**config.mk**
```make
export PLATFORM = sky130hd
export DESIGN_NAME = multicycle_ctrl
export DESIGN_NICKNAME = d
export VERILOG_FILES = /design/src/rtl/multicycle_ctrl.sv
export SDC_FILE = /design/constraint.sdc
export NUM_CORES = 1
export LEC_CHECK = 0
export CORE_ASPECT_RATIO = 1.75
export CORE_MARGIN = 5
export CORE_UTILIZATION = 45
export CTS_CLUSTER_SIZE = 28
export DETAILED_ROUTE_END_ITERATION = 8
export DONT_BUFFER_PORTS = 1
export PLACE_DENSITY = 0.61
export SYNTH_ARGS = -nofsm -noshare
export SYNTH_HDL_FRONTEND = slang
export SYNTH_SLANG_ARGS = --single-unit
```
**constraint.sdc**
```tcl
create_clock -name clk -period 3.1 [get_ports clk]
set_input_delay 0.775 -clock clk [delete_from_list [all_inputs] [get_ports clk]]
set_output_delay 0.775 -clock clk [all_outputs]
set_load 0.005 [all_outputs]
```
**src/rtl/multicycle_ctrl.sv**
```systemverilog
// rtl/multicycle_ctrl.sv - multicycle CPU control FSM with retire counter and sticky illegal-opcode trap
module multicycle_ctrl #(
   parameter int RETIRE_W = 32
) (
   input  logic                clk,
   input  logic                rst_n,
   input  logic [5:0]          opcode,
   input  logic [5:0]          funct,
   input  logic                Zero,
   input  logic                imem_ready,
   output logic                imem_req,
   output logic                IR_Write,
   output logic                PC_Write,
   output logic                Target_Write,
   output logic                RegWrite,
   output logic                RegDst,
   output logic                ALUSrcA,
   output logic [1:0]          ALUSrcB,
   output logic [2:0]          ALU_OP,
   output logic [1:0]          PCSource,
   output logic [2:0]          state,
   output logic                illegal,
   output logic [RETIRE_W-1:0] retired
);

   typedef enum logic [2:0] {
      S_FETCH  = 3'd0,
      S_DECODE = 3'd1,
      S_EXEC_R = 3'd2,
      S_EXEC_I = 3'd3,
      S_WB     = 3'd4,
      S_BRANCH = 3'd5,
      S_JUMP   = 3'd6,
      S_TRAP   = 3'd7
   } state_t;

   localparam logic [5:0] OP_RTYPE = 6'b000000;
   localparam logic [5:0] OP_ADDI  = 6'b001000;
   localparam logic [5:0] OP_BEQ   = 6'b000100;
   localparam logic [5:0] OP_BNE   = 6'b000101;
   localparam logic [5:0] OP_J     = 6'b000010;
   localparam logic [5:0] FN_ADD   = 6'b100000;
   localparam logic [5:0] FN_SUB   = 6'b100010;

   localparam logic [RETIRE_W-1:0] RETIRE_ONE = {{(RETIRE_W-1){1'b0}}, 1'b1};

   state_t              state_q, state_d;
   logic                run_q, run_d;
   logic                class_r_q, class_r_d;
   logic                illegal_q, illegal_d;
   logic [RETIRE_W-1:0] retired_q, retired_d;

   always_ff @(posedge clk or negedge rst_n) begin
      if (!rst_n) begin
         state_q   <= S_FETCH;
         run_q     <= 1'b0;
         class_r_q <= 1'b1;
         illegal_q <= 1'b0;
         retired_q <= '0;
      end else begin
         state_q   <= state_d;
         run_q     <= run_d;
         class_r_q <= class_r_d;
         illegal_q <= illegal_d;
         retired_q <= retired_d;
      end
   end

   // run_q holds every output low until the first clock edge after reset releases
   always_comb begin
      state_d      = state_q;
      run_d        = 1'b1;
      class_r_d    = class_r_q;
      retired_d    = retired_q;
      imem_req     = 1'b0;
      IR_Write     = 1'b0;
      PC_Write     = 1'b0;
      Target_Write = 1'b0;
      RegWrite     = 1'b0;
      RegDst       = 1'b0;
      ALUSrcA      = 1'b0;
      ALUSrcB      = 2'b00;
      ALU_OP       = 3'b000;
      PCSource     = 2'b00;
      if (run_q) begin
         case (state_q)
            S_FETCH: begin
               imem_req = 1'b1;
               ALUSrcB  = 2'b01;
               IR_Write = imem_ready;
               PC_Write = imem_ready;
               if (imem_ready) state_d = S_DECODE;
            end
            S_DECODE: begin
               ALUSrcB      = 2'b11;
               Target_Write = 1'b1;
               if (opcode == OP_RTYPE && (funct == FN_ADD || funct == FN_SUB)) begin
                  state_d   = S_EXEC_R;
                  class_r_d = 1'b1;
               end else if (opcode == OP_ADDI) begin
                  state_d   = S_EXEC_I;
                  class_r_d = 1'b0;
               end else if (opcode == OP_BEQ || opcode == OP_BNE) begin
                  state_d = S_BRANCH;
               end else if (opcode == OP_J) begin
                  state_d = S_JUMP;
               end else begin
                  state_d = S_TRAP;
               end
            end
            S_EXEC_R: begin
               ALUSrcA = 1'b1;
               ALU_OP  = (funct == FN_SUB) ? 3'b001 : 3'b000;
               state_d = S_WB;
            end
            S_EXEC_I: begin
               ALUSrcA = 1'b1;
               ALUSrcB = 2'b10;
               state_d = S_WB;
            end
            S_WB: begin
               RegWrite  = 1'b1;
               RegDst    = class_r_q;
               state_d   = S_FETCH;
               retired_d = retired_q + RETIRE_ONE;
            end
            S_BRANCH: begin
               ALUSrcA   = 1'b1;
               ALU_OP    = 3'b001;
               PCSource  = 2'b01;
               PC_Write  = (opcode == OP_BNE) ? ~Zero : Zero;
               state_d   = S_FETCH;
               retired_d = retired_q + RETIRE_ONE;
            end
            S_JUMP: begin
               PCSource  = 2'b10;
               PC_Write  = 1'b1;
               state_d   = S_FETCH;
               retired_d = retired_q + RETIRE_ONE;
            end
            default: state_d = S_TRAP;
         endcase
      end
      illegal_d = illegal_q | (state_d == S_TRAP);
   end

   assign state   = state_q;
   assign illegal = illegal_q;
   assign retired = retired_q;

endmodule

```
==> out/metrics.yaml <==
setup_path:
  ff2ff_path_depth: 4
  critPathKind: "flip-flop to primary output"
  r2r_setup_slack_ps: 1080
  worstPathArrival_ps: 1560
  cp_max_fo: 12
  start_kind: "flip-flop"
  cp.required_ps: 2320
  end_kind: "primary output"
sta:
  min_period_ps: 2340
  setup_tns_ps: 0
  worst_slew_pin_slew_ps: 808.0
  post-route-period-util_pct: 75.47
  rsz0062_at_grt: "false"
  setup_viol: 0
  fmax_mhz: 427.4
  final_max_slew_viol_count: 0
  relSlewSlack_pct: 46.13
  clock_skew_ps: 6.709
  hold_viol_final: 0
global_route:
  grt.total_usage_pct: 15.40
  grt_max_degree: 39
  antenna_found_initial: 0
  grt_pass1_wl_mm: 7.107
  grt_pass1_vias: 1553
  grt_overflow: 0
floorplan:
  core-area_um2: 4404
  die_w_um: 61.02
  dieArea_um2: 6057
  start_util_pct: 46.53
  placementRows: 32
  io_pins: 66
  dieHeight_um: 99.28
finish:
  area.growth.synth_to_final_pct: 3.846
  final_cells: 245
  fin_area_um2: 2128
  drive_above_1_share_pct: 8.247
  antennaDiodeCount: 0
  nNetsFinal: 210
placement:
  portBuffers: 0
  hpwl_mm: 3.269
  dp_cells: 237
  gp_congestion: 0.7494
  place_area_um2: 2037
power_and_ir_drop:
  p_per_area_nw_per_um2: 598.5
  max-vdd-ir-drop_mv: 0.4345
  p_leak_nw: 0.8901
synthesis:
  postSynthCellCount: 195
  netlist.top_cell.by_area: "dfrtp_1"
  synthFlopType: "dfrtp_1"
  async_flop_share_pct: 100.0
  synth.most_common_cell: "dfrtp_1"
  syn_area_per_cell_um2: 10.51
  synth.area.top_cells: "dfrtp_1, xnor2_1, nand4_1"
  synthDistinctLibCells: 41
  yosysWarnings: 0
  synth_area_um2: 2049
  synth_top_area_share_pct: 45.18
  seq_area_frac_synth_pct: 46.46
  yosys-top-cells-count: "dfrtp_1, xnor2_1, nand4_1, nand3_1, nand2_1"
  yosys_register_bits: 38
  synth_edf_count: 0
cts:
  cts_tree: "yes"
  cts.clk_slew.worst_paths_ps: 70
  cts_max_path_buffers: 2
  cts_max_level: 2
  ctsResizeCount: 0
  cts_setup_buffers: 0
  cts-root-buf: "clkbuf_8"
  cts_buffers: 5
  insertion_delay_ps: 280
  cts_hold_buf: 0
  clock_sinks: 38
hold_path:
  min_path_type: "input port to async pin"
routing:
  drt_wl_total_mm: 4.453
  drt_iter0_drc: 60
  postRouteAntennaNets: 0
  vias: 1480
  viasPerCell: 6.041
  wl_per_cell_um: 18.18
  drc_errors: 0
  drt-pass1-iter-count: 4
status:
  status: "finished clean"
flow_run:
  cap_viol_max_count: 0
metrics by stage:
stage | util, % | hold slack (ps) | setup slack [ps] | power (mW)
after floorplan | - | 462.6 | 883.2 | 0.8999
after global placement | 46.25 | 480.5 | 756.2 | 0.9362
after detailed placement | 46.25 | 480.6 | 773.8 | 0.9495
after CTS | 48.32 | 167.5 | 746.2 | 1.299
after global routing | 48.32 | 160.8 | 644.9 | 1.359
final | 48.32 | 179.2 | 760.4 | 1.274
critical path, stage by stage, from the launching register on:
cell and delay, ps:
dfrtp_1 540, nor2_1 350, nand2_1 120, a21oi_1 150, a21o_1 120
sequential cells by signal, summed over array words and instances (netlist names):
name and cells:
class_r_q 1, state 3, retired 32, illegal 1, run_q 1
cells in the final DEF, fill, tap and decap left out, types with 4 or more instances in the layout:
cell      count
inv_1         4
nand3_1      12
and4_1        5
and2_1        7
xnor2_1      29
nand4_1      20
clkbuf_8      6
nand2_1      10
dfrtp_1      37
and3_1        8
nor2_1        7
cells by family after synthesis:
logic type | after synthesis | synth area share [%]
buffers and inverters | 15 | 5.006
xor gates and xnor gates | 32 | 13.68
AOI/OAI and AO/OA | 19 | 7.632
DFF | 38 | 46.46
adders and majority gates | 1 | 0.6104
and+or+nand+nor | 87 | 25.70
other | 2 | 0.3664
muxes | 1 | 0.5494
power by group:
| group | internal, mW | switching, mW | total (mW) |
|---|---|---|---|
| Clock | 0.179 | 0.161 | 0.340 |
| Combinational | 0.108 | 0.143 | 0.251 |
| Sequential | 0.552 | 0.130 | 0.682 |
cell type report:
type	instances	area, um^2
fill	418	2276
multi-input combinational	143	998.5
sequential	38	952.2
clock buffer	7	86.33
tap	51	63.81
inverter	4	15.01
timing repair buffer	1	7.507
clock inverter	1	5.005
worst paths after layout:
path	startpoint	end
hold reg to reg	illegal	illegal
setup reg to reg	retired[2]	retired[29]
hold / removal	rst_n	retired[18]
max in group asynchronous	rst_n	class_r_q
min in group clk	illegal	illegal
setup / recovery	state[1]	PC_Write
per-layer routing:
layer	track usage [%]	share of wire [%]	vias to the layer above
li1	-	-	695
met1	16.37	37	718
met2	26.05	52	61
met3	5.065	10	6
met4	7.846	1.5	0
met5	0	0	-
No activity file was read; power rests on OpenSTA's default activity.
